==> config.mk <==
export PLATFORM = sky130hd
export DESIGN_NAME = dma_engine_param_flat
export DESIGN_NICKNAME = d
export VERILOG_FILES = /design/src/rtl/dma_engine_param_pkg.sv /design/src/rtl/dma_engine_param_if.sv /design/src/rtl/dma_engine_param_fifo.sv /design/src/rtl/dma_engine_param.sv /design/src/flat_wrapper.sv
export SDC_FILE = /design/constraint.sdc
export NUM_CORES = 1
export LEC_CHECK = 0
export ABC_AREA = 1
export BUFFER_PORTS_ARGS = -buffer_cell sky130_fd_sc_hd__buf_2
export CAP_MARGIN = 0
export CORE_UTILIZATION = 26
export DETAILED_ROUTE_END_ITERATION = 7
export PLACE_DENSITY = 0.53
export SYNTH_ARGS = -nofsm -noshare
export SYNTH_HDL_FRONTEND = slang
export SYNTH_SLANG_ARGS = --single-unit
==> constraint.sdc <==
create_clock -name clk -period 10 [get_ports clk]
set_clock_uncertainty 0.05 [all_clocks]
set_input_delay 0.5 -clock clk [delete_from_list [all_inputs] [get_ports clk]]
set_output_delay 0.5 -clock clk [all_outputs]
set_load 0.02 [all_outputs]
==> src/rtl/dma_engine_param_pkg.sv <==
// Shared definitions for the parametrised DMA copy engine: FSM state encoding,
// ctrl_stat bit positions, register strobe indices and an address helper.
package dma_pkg;

    localparam logic [5:0] ST_IDLE    = 6'b000001;
    localparam logic [5:0] ST_RD_REQ  = 6'b000010;
    localparam logic [5:0] ST_RD_DATA = 6'b000100;
    localparam logic [5:0] ST_WR_REQ  = 6'b001000;
    localparam logic [5:0] ST_WR_DATA = 6'b010000;
    localparam logic [5:0] ST_ADVANCE = 6'b100000;

    typedef enum logic [5:0] {
        IDLE    = ST_IDLE,
        RD_REQ  = ST_RD_REQ,
        RD_DATA = ST_RD_DATA,
        WR_REQ  = ST_WR_REQ,
        WR_DATA = ST_WR_DATA,
        ADVANCE = ST_ADVANCE
    } dma_state_e;

    localparam int CS_EN      = 0;
    localparam int CS_BUSY    = 1;
    localparam int CS_LASTERR = 2;
    localparam int CS_INTR    = 31;

    localparam int REG_SRC  = 0;
    localparam int REG_DEST = 1;
    localparam int REG_TAIL = 2;
    localparam int REG_HEAD = 3;
    localparam int REG_SIZE = 4;
    localparam int REG_CTRL = 5;
    localparam int NUM_REGS = 6;

    // Burst start address; everything wraps modulo 2^32.
    function automatic logic [31:0] burst_addr(input logic [31:0] base,
                                               input logic [31:0] off,
                                               input logic [31:0] burst,
                                               input int          shift);
        return base + off + (burst << shift);
    endfunction

endpackage

==> src/rtl/dma_engine_param_if.sv <==
// Register port plus memory read/write request and data channels of the DMA
// engine; master is the engine side, slave the CPU/interconnect side.
interface dma_engine_param_if
    import dma_pkg::*;
#(
    parameter int DATA_WIDTH = 32
);
    logic [31:0]           reg_wr_data;
    logic [NUM_REGS-1:0]   reg_wr_en;
    logic [31:0]           src_base;
    logic [31:0]           dest_base;
    logic [31:0]           tail_ptr;
    logic [31:0]           head_ptr;
    logic [31:0]           dma_size;
    logic [31:0]           ctrl_stat;
    logic                  intr;

    logic [31:0]           rd_req_addr;
    logic [7:0]            rd_req_len;
    logic                  rd_req_valid;
    logic                  rd_req_ready;
    logic [DATA_WIDTH-1:0] rd_rdata;
    logic                  rd_valid;
    logic                  rd_last;
    logic                  rd_ready;

    logic [31:0]           wr_req_addr;
    logic [7:0]            wr_req_len;
    logic                  wr_req_valid;
    logic                  wr_req_ready;
    logic [DATA_WIDTH-1:0] wr_data;
    logic                  wr_valid;
    logic                  wr_last;
    logic                  wr_ready;

    modport master (
        input  reg_wr_data, reg_wr_en,
        output src_base, dest_base, tail_ptr, head_ptr, dma_size, ctrl_stat, intr,
        output rd_req_addr, rd_req_len, rd_req_valid,
        input  rd_req_ready,
        input  rd_rdata, rd_valid, rd_last,
        output rd_ready,
        output wr_req_addr, wr_req_len, wr_req_valid,
        input  wr_req_ready,
        output wr_data, wr_valid, wr_last,
        input  wr_ready
    );

    modport slave (
        output reg_wr_data, reg_wr_en,
        input  src_base, dest_base, tail_ptr, head_ptr, dma_size, ctrl_stat, intr,
        input  rd_req_addr, rd_req_len, rd_req_valid,
        output rd_req_ready,
        output rd_rdata, rd_valid, rd_last,
        input  rd_ready,
        input  wr_req_addr, wr_req_len, wr_req_valid,
        output wr_req_ready,
        input  wr_data, wr_valid, wr_last,
        output wr_ready
    );

endinterface

==> src/rtl/dma_engine_param_fifo.sv <==
// Show-ahead synchronous FIFO: head always presents the oldest entry, so a pop
// consumes the word already visible on head.
module dma_sync_fifo #(
    parameter int WIDTH = 32,
    parameter int DEPTH = 16
) (
    input  logic             clk,
    input  logic             rst,
    input  logic             push,
    input  logic [WIDTH-1:0] push_data,
    input  logic             pop,
    output logic [WIDTH-1:0] head,
    output logic             full,
    output logic             empty
);
    localparam int PTR_W = (DEPTH > 1) ? $clog2(DEPTH) : 1;
    localparam int CNT_W = $clog2(DEPTH + 1);
    localparam logic [PTR_W-1:0] LAST_IDX = PTR_W'(DEPTH - 1);

    logic [WIDTH-1:0] mem_q [DEPTH];
    logic [PTR_W-1:0] wptr_q, wptr_d, rptr_q, rptr_d;
    logic [CNT_W-1:0] cnt_q, cnt_d;
    logic             do_push, do_pop;

    assign full    = (cnt_q == CNT_W'(DEPTH));
    assign empty   = (cnt_q == '0);
    assign do_push = push && !full;
    assign do_pop  = pop && !empty;
    assign head    = mem_q[rptr_q];

    always_comb begin
        wptr_d = wptr_q;
        rptr_d = rptr_q;
        cnt_d  = cnt_q;
        if (do_push) wptr_d = (wptr_q == LAST_IDX) ? '0 : wptr_q + PTR_W'(1);
        if (do_pop)  rptr_d = (rptr_q == LAST_IDX) ? '0 : rptr_q + PTR_W'(1);
        if (do_push && !do_pop)      cnt_d = cnt_q + CNT_W'(1);
        else if (!do_push && do_pop) cnt_d = cnt_q - CNT_W'(1);
    end

    always_ff @(posedge clk) begin
        if (rst) begin
            wptr_q <= '0;
            rptr_q <= '0;
            cnt_q  <= '0;
        end else begin
            wptr_q <= wptr_d;
            rptr_q <= rptr_d;
            cnt_q  <= cnt_d;
        end
    end

    // Storage is never reset; the pointers alone define what is valid.
    always_ff @(posedge clk) begin
        if (do_push) mem_q[wptr_q] <= push_data;
    end

endmodule

==> src/rtl/dma_engine_param.sv <==
// Ring-walking DMA copy engine: copies each sub-buffer from tail_ptr towards
// head_ptr in fixed-length bursts staged through a FIFO, then advances tail.
module dma_engine_param
    import dma_pkg::*;
#(
    parameter int DATA_WIDTH  = 32,
    parameter int BURST_BEATS = 8,
    parameter int FIFO_DEPTH  = 16,
    parameter int RING_BYTES  = 4096
) (
    input  logic               clk,
    input  logic               rst,
    dma_engine_param_if.master bus
);
    localparam int BURST_BYTES = BURST_BEATS * DATA_WIDTH / 8;
    localparam int BB_SHIFT    = $clog2(BURST_BYTES);
    localparam int BEAT_W      = (BURST_BEATS > 1) ? $clog2(BURST_BEATS) : 1;
    localparam logic [BEAT_W-1:0] LAST_BEAT = BEAT_W'(BURST_BEATS - 1);
    localparam logic [7:0]        REQ_LEN   = 8'(BURST_BEATS - 1);
    localparam logic [31:0]       RING_MASK = 32'(RING_BYTES - 1);

    dma_state_e        state_q, state_d;
    logic [31:0]       src_q, src_d, dest_q, dest_d, tail_q, tail_d;
    logic [31:0]       head_q, head_d, size_q, size_d;
    logic              en_q, en_d, lasterr_q, lasterr_d, intr_q, intr_d;
    logic [31:0]       off_q, off_d, burst_q, burst_d;
    logic [BEAT_W-1:0] rbeat_q, rbeat_d, wbeat_q, wbeat_d;

    logic [31:0]       nbursts, new_tail;
    logic              busy;
    logic              fifo_push, fifo_pop, fifo_full, fifo_empty;
    logic [DATA_WIDTH-1:0] fifo_head;

    logic [31:0]       rd_req_addr, wr_req_addr;
    logic              rd_req_valid, wr_req_valid, rd_ready, wr_valid, wr_last;

    assign nbursts  = size_q >> BB_SHIFT;
    assign new_tail = (tail_q + size_q) & RING_MASK;
    assign busy     = (state_q != IDLE);

    dma_sync_fifo #(
        .WIDTH (DATA_WIDTH),
        .DEPTH (FIFO_DEPTH)
    ) u_fifo (
        .clk       (clk),
        .rst       (rst),
        .push      (fifo_push),
        .push_data (bus.rd_rdata),
        .pop       (fifo_pop),
        .head      (fifo_head),
        .full      (fifo_full),
        .empty     (fifo_empty)
    );

    always_comb begin
        state_d      = state_q;
        src_d        = src_q;
        dest_d       = dest_q;
        tail_d       = tail_q;
        head_d       = head_q;
        size_d       = size_q;
        en_d         = en_q;
        lasterr_d    = lasterr_q;
        intr_d       = intr_q;
        off_d        = off_q;
        burst_d      = burst_q;
        rbeat_d      = rbeat_q;
        wbeat_d      = wbeat_q;
        fifo_push    = 1'b0;
        fifo_pop     = 1'b0;
        rd_req_valid = 1'b0;
        rd_req_addr  = '0;
        rd_ready     = 1'b0;
        wr_req_valid = 1'b0;
        wr_req_addr  = '0;
        wr_valid     = 1'b0;
        wr_last      = 1'b0;

        if (bus.reg_wr_en[REG_HEAD]) head_d = bus.reg_wr_data;
        if (!busy) begin
            if (bus.reg_wr_en[REG_SRC])  src_d  = bus.reg_wr_data;
            if (bus.reg_wr_en[REG_DEST]) dest_d = bus.reg_wr_data;
            if (bus.reg_wr_en[REG_TAIL]) tail_d = bus.reg_wr_data;
            if (bus.reg_wr_en[REG_SIZE]) size_d = bus.reg_wr_data;
        end
        if (bus.reg_wr_en[REG_CTRL]) begin
            en_d      = bus.reg_wr_data[CS_EN];
            lasterr_d = bus.reg_wr_data[CS_LASTERR];
            intr_d    = bus.reg_wr_data[CS_INTR];
        end

        // Engine updates come after the CPU write so an engine set wins.
        case (state_q)
            IDLE: begin
                if (en_q && (head_q != tail_q) && !intr_q && (nbursts != '0)) begin
                    state_d = RD_REQ;
                    off_d   = tail_q;
                    burst_d = '0;
                end
            end
            RD_REQ: begin
                rd_req_valid = 1'b1;
                rd_req_addr  = burst_addr(src_q, off_q, burst_q, BB_SHIFT);
                if (bus.rd_req_ready) begin
                    state_d = RD_DATA;
                    rbeat_d = '0;
                end
            end
            RD_DATA: begin
                rd_ready = !fifo_full;
                if (bus.rd_valid && !fifo_full) begin
                    fifo_push = 1'b1;
                    if (bus.rd_last != (rbeat_q == LAST_BEAT)) lasterr_d = 1'b1;
                    if (rbeat_q == LAST_BEAT) state_d = WR_REQ;
                    else                      rbeat_d = rbeat_q + BEAT_W'(1);
                end
            end
            WR_REQ: begin
                wr_req_valid = 1'b1;
                wr_req_addr  = burst_addr(dest_q, off_q, burst_q, BB_SHIFT);
                if (bus.wr_req_ready) begin
                    state_d = WR_DATA;
                    wbeat_d = '0;
                end
            end
            WR_DATA: begin
                wr_valid = !fifo_empty;
                wr_last  = (wbeat_q == LAST_BEAT);
                if (!fifo_empty && bus.wr_ready) begin
                    fifo_pop = 1'b1;
                    if (wbeat_q == LAST_BEAT) begin
                        burst_d = burst_q + 32'd1;
                        // A cleared EN parks the engine without advancing tail.
                        if (!en_q)                            state_d = IDLE;
                        else if (burst_q + 32'd1 == nbursts) state_d = ADVANCE;
                        else                                  state_d = RD_REQ;
                    end else begin
                        wbeat_d = wbeat_q + BEAT_W'(1);
                    end
                end
            end
            ADVANCE: begin
                tail_d = new_tail;
                if (new_tail == head_q) begin
                    intr_d  = 1'b1;
                    state_d = IDLE;
                end else begin
                    state_d = RD_REQ;
                    off_d   = new_tail;
                    burst_d = '0;
                end
            end
            default: state_d = IDLE;
        endcase
    end

    always_ff @(posedge clk) begin
        if (rst) begin
            state_q   <= IDLE;
            src_q     <= '0;
            dest_q    <= '0;
            tail_q    <= '0;
            head_q    <= '0;
            size_q    <= '0;
            en_q      <= 1'b0;
            lasterr_q <= 1'b0;
            intr_q    <= 1'b0;
            off_q     <= '0;
            burst_q   <= '0;
            rbeat_q   <= '0;
            wbeat_q   <= '0;
        end else begin
            state_q   <= state_d;
            src_q     <= src_d;
            dest_q    <= dest_d;
            tail_q    <= tail_d;
            head_q    <= head_d;
            size_q    <= size_d;
            en_q      <= en_d;
            lasterr_q <= lasterr_d;
            intr_q    <= intr_d;
            off_q     <= off_d;
            burst_q   <= burst_d;
            rbeat_q   <= rbeat_d;
            wbeat_q   <= wbeat_d;
        end
    end

    assign bus.src_base     = src_q;
    assign bus.dest_base    = dest_q;
    assign bus.tail_ptr     = tail_q;
    assign bus.head_ptr     = head_q;
    assign bus.dma_size     = size_q;
    assign bus.ctrl_stat    = {intr_q, 28'd0, lasterr_q, busy, en_q};
    assign bus.intr         = intr_q;
    assign bus.rd_req_addr  = rd_req_addr;
    assign bus.rd_req_len   = REQ_LEN;
    assign bus.rd_req_valid = rd_req_valid;
    assign bus.rd_ready     = rd_ready;
    assign bus.wr_req_addr  = wr_req_addr;
    assign bus.wr_req_len   = REQ_LEN;
    assign bus.wr_req_valid = wr_req_valid;
    assign bus.wr_data      = wr_valid ? fifo_head : '0;
    assign bus.wr_valid     = wr_valid;
    assign bus.wr_last      = wr_last;

endmodule

==> src/flat_wrapper.sv <==
// flat-port wrapper written by rule: the top's interface ports become plain ports
module dma_engine_param_flat import dma_pkg::*;
#(
    parameter int DATA_WIDTH  = 32,
    parameter int BURST_BEATS = 8,
    parameter int FIFO_DEPTH  = 16,
    parameter int RING_BYTES  = 4096
)
  (clk, rst, bus_reg_wr_data, bus_reg_wr_en, bus_src_base, bus_dest_base, bus_tail_ptr, bus_head_ptr, bus_dma_size, bus_ctrl_stat, bus_intr, bus_rd_req_addr, bus_rd_req_len, bus_rd_req_valid, bus_rd_req_ready, bus_rd_rdata, bus_rd_valid, bus_rd_last, bus_rd_ready, bus_wr_req_addr, bus_wr_req_len, bus_wr_req_valid, bus_wr_req_ready, bus_wr_data, bus_wr_valid, bus_wr_last, bus_wr_ready);
  dma_engine_param_if #(.DATA_WIDTH(DATA_WIDTH)) bus_i ();
  input  logic clk;
  input  logic rst;
  input wire logic [$bits(bus_i.reg_wr_data)-1:0] bus_reg_wr_data;
  input wire logic [$bits(bus_i.reg_wr_en)-1:0] bus_reg_wr_en;
  output wire logic [$bits(bus_i.src_base)-1:0] bus_src_base;
  output wire logic [$bits(bus_i.dest_base)-1:0] bus_dest_base;
  output wire logic [$bits(bus_i.tail_ptr)-1:0] bus_tail_ptr;
  output wire logic [$bits(bus_i.head_ptr)-1:0] bus_head_ptr;
  output wire logic [$bits(bus_i.dma_size)-1:0] bus_dma_size;
  output wire logic [$bits(bus_i.ctrl_stat)-1:0] bus_ctrl_stat;
  output wire logic [$bits(bus_i.intr)-1:0] bus_intr;
  output wire logic [$bits(bus_i.rd_req_addr)-1:0] bus_rd_req_addr;
  output wire logic [$bits(bus_i.rd_req_len)-1:0] bus_rd_req_len;
  output wire logic [$bits(bus_i.rd_req_valid)-1:0] bus_rd_req_valid;
  input wire logic [$bits(bus_i.rd_req_ready)-1:0] bus_rd_req_ready;
  input wire logic [$bits(bus_i.rd_rdata)-1:0] bus_rd_rdata;
  input wire logic [$bits(bus_i.rd_valid)-1:0] bus_rd_valid;
  input wire logic [$bits(bus_i.rd_last)-1:0] bus_rd_last;
  output wire logic [$bits(bus_i.rd_ready)-1:0] bus_rd_ready;
  output wire logic [$bits(bus_i.wr_req_addr)-1:0] bus_wr_req_addr;
  output wire logic [$bits(bus_i.wr_req_len)-1:0] bus_wr_req_len;
  output wire logic [$bits(bus_i.wr_req_valid)-1:0] bus_wr_req_valid;
  input wire logic [$bits(bus_i.wr_req_ready)-1:0] bus_wr_req_ready;
  output wire logic [$bits(bus_i.wr_data)-1:0] bus_wr_data;
  output wire logic [$bits(bus_i.wr_valid)-1:0] bus_wr_valid;
  output wire logic [$bits(bus_i.wr_last)-1:0] bus_wr_last;
  input wire logic [$bits(bus_i.wr_ready)-1:0] bus_wr_ready;
  assign bus_i.reg_wr_data = bus_reg_wr_data;
  assign bus_i.reg_wr_en = bus_reg_wr_en;
  assign bus_src_base = bus_i.src_base;
  assign bus_dest_base = bus_i.dest_base;
  assign bus_tail_ptr = bus_i.tail_ptr;
  assign bus_head_ptr = bus_i.head_ptr;
  assign bus_dma_size = bus_i.dma_size;
  assign bus_ctrl_stat = bus_i.ctrl_stat;
  assign bus_intr = bus_i.intr;
  assign bus_rd_req_addr = bus_i.rd_req_addr;
  assign bus_rd_req_len = bus_i.rd_req_len;
  assign bus_rd_req_valid = bus_i.rd_req_valid;
  assign bus_i.rd_req_ready = bus_rd_req_ready;
  assign bus_i.rd_rdata = bus_rd_rdata;
  assign bus_i.rd_valid = bus_rd_valid;
  assign bus_i.rd_last = bus_rd_last;
  assign bus_rd_ready = bus_i.rd_ready;
  assign bus_wr_req_addr = bus_i.wr_req_addr;
  assign bus_wr_req_len = bus_i.wr_req_len;
  assign bus_wr_req_valid = bus_i.wr_req_valid;
  assign bus_i.wr_req_ready = bus_wr_req_ready;
  assign bus_wr_data = bus_i.wr_data;
  assign bus_wr_valid = bus_i.wr_valid;
  assign bus_wr_last = bus_i.wr_last;
  assign bus_i.wr_ready = bus_wr_ready;
  dma_engine_param #(.DATA_WIDTH(DATA_WIDTH), .BURST_BEATS(BURST_BEATS), .FIFO_DEPTH(FIFO_DEPTH), .RING_BYTES(RING_BYTES)) u_core (.clk(clk), .rst(rst), .bus(bus_i));
endmodule
; ---- Word-level counts from Yosys, hierarchy flattened
; Memories as Yosys holds them, arrays and structs flattened. A register that Yosys moved wholly into a read port is not among the register bits.
; Cells that the tools add are included.
[totals]
reg_bits = 252
ram_bits = 512
in_bits = 77
out_inout_bits = 310
wordCells = 148
mem_count = 1
[mem_list]
columns = memory, depth, word_bits, read_ports, rd_ports_with_merged_regs, write_ports, line
row1 = u_core.u_fifo.mem_q, 16, 32, 1, 1, 1, dma_engine_param_fifo.sv:20  ; logic [WIDTH-1:0] mem_q [DEPTH];
[op_classes]
addsub = 12
eq_ne = 27
mux = 57
bitwise = 1
n_reduce_logical = 33
[op_table]
columns = operator, count
row1 = $mux 32, 9
row2 = $add 32x32->32, 4
row3 = $pmux 32 s3, 1
row4 = $pmux 32 s2, 1
row5 = $mux 6, 9
row6 = $mux 12, 3
row7 = $pmux 6 s6, 1
row8 = $add 32x1->32 const B, 1
row9 = $eq 12x32->1, 1
row10 = $eq 32x27->1, 1
row11 = $ne 32x32->1, 1
row12 = $reduce_bool 32->1, 1
row13 = $mux 1, 18
row14 = $mux 3, 6
row15 = $mux 4, 4
row16 = $add 12x12->12, 1
row17 = $ne 2x2->1 const B, 6
row18 = $pmux 3 s2, 2
row19 = $mux 5, 2
row20 = $ne 2x1->1 const B, 5
row21 = $reduce_and 2->1, 5
row22 = $reduce_bool 2->1, 5
row23 = $logic_and 1x1->1, 9
row24 = $add 4x1->4 const B, 2
row25 = 24 further kinds, 32

; ---- Depth between registers and ports, before layout
; Gate-level depths: netlist (run 1).
[logic_depth]
depth_word = 10
mapped_depth = 22
depth_no_buf = 20

; ---- Cells and area by module
; From an unflattened synthesis (run 1), not the netlist that was laid out.
[unflattened]
cells_unflattened = 4662
area_unflattened_um2 = 39494.1
[modules_own_cells]
columns = module, n_inst, cells_each, area_per_inst_um2, seq_area_each_um2
row1 = dma_sync_fifo, 1, 2048, 22195.0, 15715.1
row2 = dma_engine_param, 1, 2614, 17299.1, 4784.6

; ---- Least setup slack after synthesis (run 1)
; OpenSTA, ideal clock, no wires.
[synth_timing]
path_kind = reg2out
startpoint = register u_core.dest_q[1], in the netlist u_core.bus.dest_base[1]
endpoint = output bus_wr_req_addr[25]
arrival_time_ps = 2944
required_ps = 9450
setup_slack_ps = 6506
stages_incl_launch_ff = 18
n_path_buf = 0
cell_sequence = dfxtp_1 -> ha_1 -> ha_1 -> inv_1 -> fa_1 -> inv_1 -> nand3_1 -> nand2_1 -> a21oi_1 -> o21ai_0 -> a21boi_0 -> inv_1 -> nand2_1 -> nand2_1 -> nand2_1 -> o21ai_0 -> o21ai_0 -> a21oi_1
[synth_between]
elab_chain_len = 3
[synth_lines]
columns = element, line
row1 = "start, declared", dma_engine_param.sv:23  ; logic [31:0] src_q, src_d, dest_q, dest_d, tail_q, tail_d;
row2 = "start signal, assigned", dma_engine_param.sv:175  ; dest_q <= dest_d;
row3 = $add 32x32->32 (2 in series), dma_engine_param_pkg.sv:39  ; return base + off + (burst << shift);
row4 = $mux 32, dma_engine_param.sv:93  ; case (state_q)
row5 = "end, declared", flat_wrapper.sv:30  ; output wire logic [$bits(bus_i.wr_req_addr)-1:0] bus_wr_req_addr;
; Every way passes these cells.

; ---- Worst setup path in the final report (run 1)
; Ends and elaborated chain as after synthesis.

==> results of run 1 <==
-- layout make-up --
type / count / area, sq um
Clock buffer: 115 / 2430
Tap cell: 1917 / 2400
Inverter: 394 / 1480
Timing Repair Buffer: 385 / 2050
Antenna cell: 8 / 20.0
Clock inverter: 51 / 631
Sequential cell: 768 / 20500
Fill cell: 15200 / 101000
Multi-Input combinational cell: 2781 / 15700
-- worst min-delay path: stages --
cell	delay [ps]
buf_2	90
a21oi_1	60
a21oi_1	110
-- power breakdown --
group          switching, mW  internal [mW]  leakage [nW]
Clock                   1.43           1.95          1.49
Sequential             0.616           3.69          6.71
Combinational           2.90           1.43          9.50
Total                   4.94           7.07          17.7
-- final timing paths --
path                                 end  slack, ps  cells after the start
hold reg to reg        u_core.wbeat_q[2]        420                      2
hold / removal    u_core.bus.tail_ptr[2]         70                      3
setup / recovery     bus_wr_req_addr[25]       5020                     18
setup reg to reg  u_core.u_fifo.cnt_q[4]       6210                     19
-- metrics by stage --
stage               hold slack, ps  utilization
floorplan                      399            -
global placement               409        0.288
detailed placement             414        0.288
CTS                           13.6        0.309
global route                  56.4        0.309
finish                        68.1        0.309
-- flip-flops by register name, indices dropped and copies added, names as in the netlist, named ones only --
signal and flops:
u_core.state_q 6, u_core.bus.dma_size 32, u_core.off_q 32, u_core.wbeat_q 3
u_core.bus.dest_base 32, u_core.bus.src_base 32, u_core.bus.head_ptr 32, u_core.bus.tail_ptr 32
u_core.en_q 1, u_core.u_fifo.cnt_q 5, u_core.lasterr_q 1, u_core.u_fifo.rptr_q 4
u_core.rbeat_q 3, u_core.u_fifo.mem_q 512, u_core.u_fifo.wptr_q 4, u_core.bus.intr 1
u_core.burst_q 32
-- Yosys cell counts (all sizes together) (29+ instances only) --
cell    number
nand2      589
edfxtp     512
nor2       504
o21ai      450
a21oi      398
inv        389
dfxtp      256
nand3      154
clkbuf     149
mux2i       96
buf         95
ha          95
a211oi      63
o211ai      59
fa          56
nand4       44
xnor2       42
xor2        29
-- cells in the final DEF, fill, tap and decap left out, types with 7 or more instances in the layout --
cell type    n
a211oi_1    63
a21oi_1    397
a31oi_1     23
buf_2      342
buf_4       41
bufinv_16    8
clkbuf_1    17
clkbuf_16   90
clkbuf_8     8
clkinv_1    12
clkinv_2    21
conb_1      44
dfxtp_1    252
diode_2      8
edfxtp_1   512
fa_1        56
ha_1        95
inv_1      382
inv_2        7
mux2i_1     96
nand2_1    584
nand3_1    153
nand3b_1    26
nand4_1     44
nor2_1     482
nor2_4      18
nor3_1      16
nor4_1      16
o211ai_1    59
o21a_1       7
o21ai_0    450
o21bai_1     7
o221ai_1     7
or2_2       10
xnor2_1     42
xor2_1      29
-- layer usage --
layer / up-vias / track usage / part of all wire
met5: - / 0 / 0.00075
met4: 18 / 0.0646 / 0.031
met3: 234 / 0.0369 / 0.080
met2: 1204 / 0.285 / 0.45
met1: 15100 / 0.241 / 0.44
li1: 14800 / - / -
-- timing repair --
item,in CTS,in global routing
gates resized for setup,0,0
endpoints found under the hold margin,1,0
hold buffers,1,0
-- kinds of logic (layout without fill, tap and decap cells) --
family / Yosys count / in the layout / share of synthesized area
buffers and inverters: 638 / 945 / 0.0686
adders and majority gates: 151 / 151 / 0.0599
xor gates and xnor gates: 73 / 73 / 0.0173
muxes: 96 / 96 / 0.0249
AOI/OAI and AO/OA: 1045 / 1045 / 0.148
DFF: 768 / 768 / 0.532
and+or+nand+nor: 1372 / 1372 / 0.149
other: 2 / 52 / 0.000195
==> flow_metrics.py, run 1 <==
metrics = {
    "status": {
        "status": "completed",
    },
    "finish": {
        "final_cells": 6419,
        "final_nets": 4648,
        "drive_gt1_frac": 0.130,
        "final_cell_area_sq_um": 45200,
        "area_growth_pct": 17.3,
    },
    "route": {
        "drt.antenna.violating_nets": 0,
        "drtIter0Drc": 2859,
        "wl_per_cell_microns": 21.7,
        "drt_first_pass_iters": 6,
        "num_vias": 31300,
        "drc": 0,
        "wl_microns": 140000,
        "viasPerCell": 4.88,
    },
    "floorplanning": {
        "coreArea_sq_um": 146000,
        "die_y_microns": 387,
        "num_rows": 140,
        "ios": 387,
        "floorplan.die.width_microns": 387,
        "start_util": 0.263,
        "dieArea_sq_um": 150000,
    },
    "yosys": {
        "ys_seq_elements": 768,
        "synthArstFlopShare": 0,
        "synth_edf_count": 512,
        "synth-main-ff-cell": "edfxtp_1",
        "synth.yosys.warnings": 0,
        "ys_seq_area_frac": 0.532,
        "synth.distinct_cells": 57,
        "syn_area_per_cell_sq_um": 9.30,
        "syn_inst": 4145,
        "synth_top_area_share": 0.399,
        "netlist_area_sq_um": 38500,
        "yosys-top-cells-area": "edfxtp_1, dfxtp_1, o21ai_0, nand2_1, a21oi_1",
        "yosysTopAreaCell": "edfxtp_1",
    },
    "power_and_ir_drop": {
        "finalPower_mw": 12.0,
        "power_density_nw_per_um2": 266,
        "max-vdd-ir-drop_mv": 0.179,
        "leakagePower_nw": 17.7,
    },
    "placement": {
        "dpl_cell_area_sq_um": 42100,
        "dp_slack_ps": 5800,
        "dp.cells": 6244,
        "io_buffers": 342,
        "hpwl_microns": 92800,
        "place_congestion": 0.974,
    },
    "critical_path": {
        "arrival_ps": 4430,
        "worst_path_max_delay_cell": "o21ai_0",
        "cp-startpoint": "u_core.bus.dest_base[1]",
        "worst-path-buf-inv": 4,
        "startpoint_type": "flip-flop",
        "slowest_delay_ps": 470,
        "crit_path_cell_trace": "ha_1 -> ha_1 -> inv_1 -> fa_1 -> inv_1 -> nand3_1 -> nand2_1 -> a21oi_1 -> o21ai_0 -> a21boi_0 -> inv_1 -> nand2_1 -> nand2_1 -> nand2_1 -> o21ai_0 -> o21ai_0 -> a21oi_1 -> buf_2",
        "worstPathRequired_ps": 9450,
        "cp_top_family": "compound AO/OA/AOI/OAI gates",
        "cp_max_fo": 3,
        "rr_startpoint": "u_core.state_q[3]",
        "worst_path_most_repeated_cell": "nand2_1",
        "critPathKind": "reg2out",
        "cp-end-kind": "output pin",
    },
    "global_routing": {
        "grt_usage": 0.180,
        "grt_pass1_vias": 29400,
        "overflow": 0,
        "grt_pass1_wl_microns": 201000,
        "antenna_found_initial": 22,
        "grt_max_degree": 188,
    },
    "clock_tree": {
        "htree_levels": 3,
        "cts_setup_buffers": 0,
        "root_buffer": "clkbuf_16",
        "clk_pin_slew_worst_paths_ps": 60,
        "cts_buffers": 90,
        "clock_path_buffers": 3,
        "cts_sinks": 768,
        "clkLatencyLatePin_ps": 730,
        "cts_tree": "done",
    },
    "sta": {
        "worst_pin_slew_ps": 1050,
        "layout_setup_ws_ps": 5020,
        "finalCriticalPeriod_ps": 4980,
        "finalHoldViolCount": 0,
        "fmax_ghz": 0.201,
        "setup_viol": 0,
        "grt_setup_unrepaired": "no",
        "maxSlewHeadroom": 0.298,
        "slew_violations": 0,
        "tns_ps": 0,
        "finalCritPeriodShare": 0.498,
    },
    "min_path": {
        "hp-class": "in2reg",
        "hold_path.startpoint": "bus_reg_wr_data[2]",
    },
    "job": {
        "maxCapViolCount": 0,
    },
}
No activity file was read; power rests on OpenSTA's default activity.
==> run 2, diff against run 1 <==
clock period = 5 ns   (was 10 ns; I/O delays follow)
==> run 2 against run 1 <==
Net effect:
- critical path depth decreased by 5
- cell count rose by 1.3%
- flip-flop and latch count unchanged
- largest cell class unchanged
- clock power increased by 93%
- highest routed layer unchanged
- via count increased by 1.3%
- power up 99%
- hold slack improved by 3.6 ps
- setup slack got worse by 4500 ps
- utilization up 0.51 points
- sequential share of layout area fell by 0.73 points
==> flow_metrics.py, run 2 (synthesized netlist as in run 1, its figures left out) <==
metrics = {
    "route": {
        "wl_per_cell_microns": 21.7,
        "drt.antenna.violating_nets": 0,
        "num_vias": 31700,
        "viasPerCell": 4.88,
        "drc": 0,
        "drt_first_pass_iters": 8,
        "drtIter0Drc": 2547,
        "wl_microns": 141000,
    },
    "critical_path": {
        "startpoint_type": "flip-flop",
        "worstPathRequired_ps": 4700,
        "arrival_ps": 4170,
        "cp-end-kind": "output pin",
        "critPathKind": "reg2out",
        "cp_max_fo": 8,
    },
    "global_routing": {
        "grt_pass1_wl_microns": 204000,
        "overflow": 0,
        "grt_pass1_vias": 29700,
        "antenna_found_initial": 16,
        "grt_usage": 0.183,
        "grt_max_degree": 119,
    },
    "sta": {
        "finalCriticalPeriod_ps": 4470,
        "worst_pin_slew_ps": 1020,
        "worst_hold_slack_ps": 71.7,
        "grt_setup_unrepaired": "no",
        "slew_violations": 0,
        "maxSlewHeadroom": 0.318,
        "setup_viol": 0,
        "finalCritPeriodShare": 0.894,
        "fmax_ghz": 0.224,
        "finalHoldViolCount": 0,
        "tns_ps": 0,
    },
    "clock_tree": {
        "cts_setup_buffers": 0,
        "cts_tree": "done",
        "cts_buffers": 88,
        "clock_path_buffers": 3,
        "htree_levels": 3,
        "clk_pin_slew_worst_paths_ps": 60,
        "root_buffer": "clkbuf_16",
        "clkLatencyLatePin_ps": 720,
        "cts_sinks": 768,
    },
    "placement": {
        "hpwl_microns": 96700,
        "io_buffers": 342,
        "place_congestion": 0.973,
    },
    "power_and_ir_drop": {
        "seq_power_share": 0.359,
        "finalPower_mw": 23.9,
        "max-vdd-ir-drop_mv": 0.338,
        "leakagePower_nw": 18.0,
        "share_comb_of_total_power": 0.369,
        "power_density_nw_per_um2": 520,
        "clkPwrFrac": 0.273,
        "switching_power_mw": 9.82,
        "swShare": 0.411,
        "internal-power_mw": 14.1,
    },
    "floorplanning": {
        "num_rows": 140,
        "die_y_microns": 387,
        "ios": 387,
        "dieArea_sq_um": 150000,
        "floorplan.die.width_microns": 387,
        "start_util": 0.263,
        "coreArea_sq_um": 146000,
    },
    "status": {
        "status": "completed",
    },
    "finish": {
        "final_nets": 4735,
        "final_common_cell": "nand2_1",
        "top_register": "u_core.u_fifo.mem_q",
        "area_growth_pct": 19.3,
        "drive_gt1_frac": 0.126,
        "largest_reg_flops": 512,
        "layout.cells.most_common_list": "nand2_1, edfxtp_1, nor2_1",
    },
    "min_path": {
        "hp-class": "in2reg",
    },
    "job": {
        "maxCapViolCount": 0,
    },
}
-- run 2: path summary, 6_finish.rpt --
check	from	end	slack [ps]	cells after the start
max reg2reg	u_core.state_q[5]	u_core.u_fifo.mem_q[4][30]	1370	8
min	bus_reg_wr_en[2]	u_core.bus.tail_ptr[13]	70	4
max	u_core.burst_q[0]	bus_rd_req_addr[30]	530	13
min reg2reg	u_core.wbeat_q[1]	u_core.wbeat_q[1]	420	2
-- run 2: area by class of cell --
class	count	area, sq um
clock inverters	42	539
well taps	1917	2400
clock buffers	117	2370
inverters	394	1480
diodes	8	20.0
fillers	15200	100000
flip-flops and latches	768	20500
multi-input cells	2781	15700
repair buffers	474	2940
-- run 2: repair_timing --
item,4_1_cts,5_1_grt
hold buffers,71,0
gates resized for setup,0,1
setup endpoints to repair,0,1
endpoints found under the hold margin,642,0
-- run 2: worst max-delay path: stages, from the launching register on --
cell and delay (ps):
dfxtp_1 540, fa_1 520, ha_1 380, nand2_1 70, o21ai_0 380, a31oi_1 190, o21ai_0 330, nand3_1 110
nand2_1 190, nand3_1 140, nand2_1 80, nor2_1 40, nor3_1 250, buf_2 220
-- run 2: metrics by stage --
step | setup slack, ps | area [sq um] | util | instances
3_3_place_gp | 972 | 42300 | 0.289 | 6263
4_1_cts | 236 | 46000 | 0.314 | 6493
5_1_grt | 232 | 46000 | 0.314 | 6494
6_report | 529 | 46000 | 0.314 | 6501
3_5_place_dp | 1040 | 42300 | 0.289 | 6263
2_1_floorplan | 1680 | 38700 | - | 4187
-- run 2: power by group through the flow --
stage / registers (mW) / logic (mW) / clock network [mW]
CTS: 8.53 / 8.72 / 6.66
global route: 8.61 / 9.71 / 6.91
finish: 8.57 / 8.81 / 6.52
global placement: 8.64 / 8.64 / 0
detailed placement: 8.67 / 8.63 / 0
floorplan: 8.51 / 5.56 / 0
-- run 2: metal layers --
layer | vias to the layer above | global-route usage | wire (microns)
met2 | 1118 | 0.286 | 62900
met3 | 257 | 0.0437 | 11000
met1 | 15400 | 0.246 | 62300
met4 | 14 | 0.0642 | 4900
met5 | - | 0 | 91
li1 | 15000 | - | -
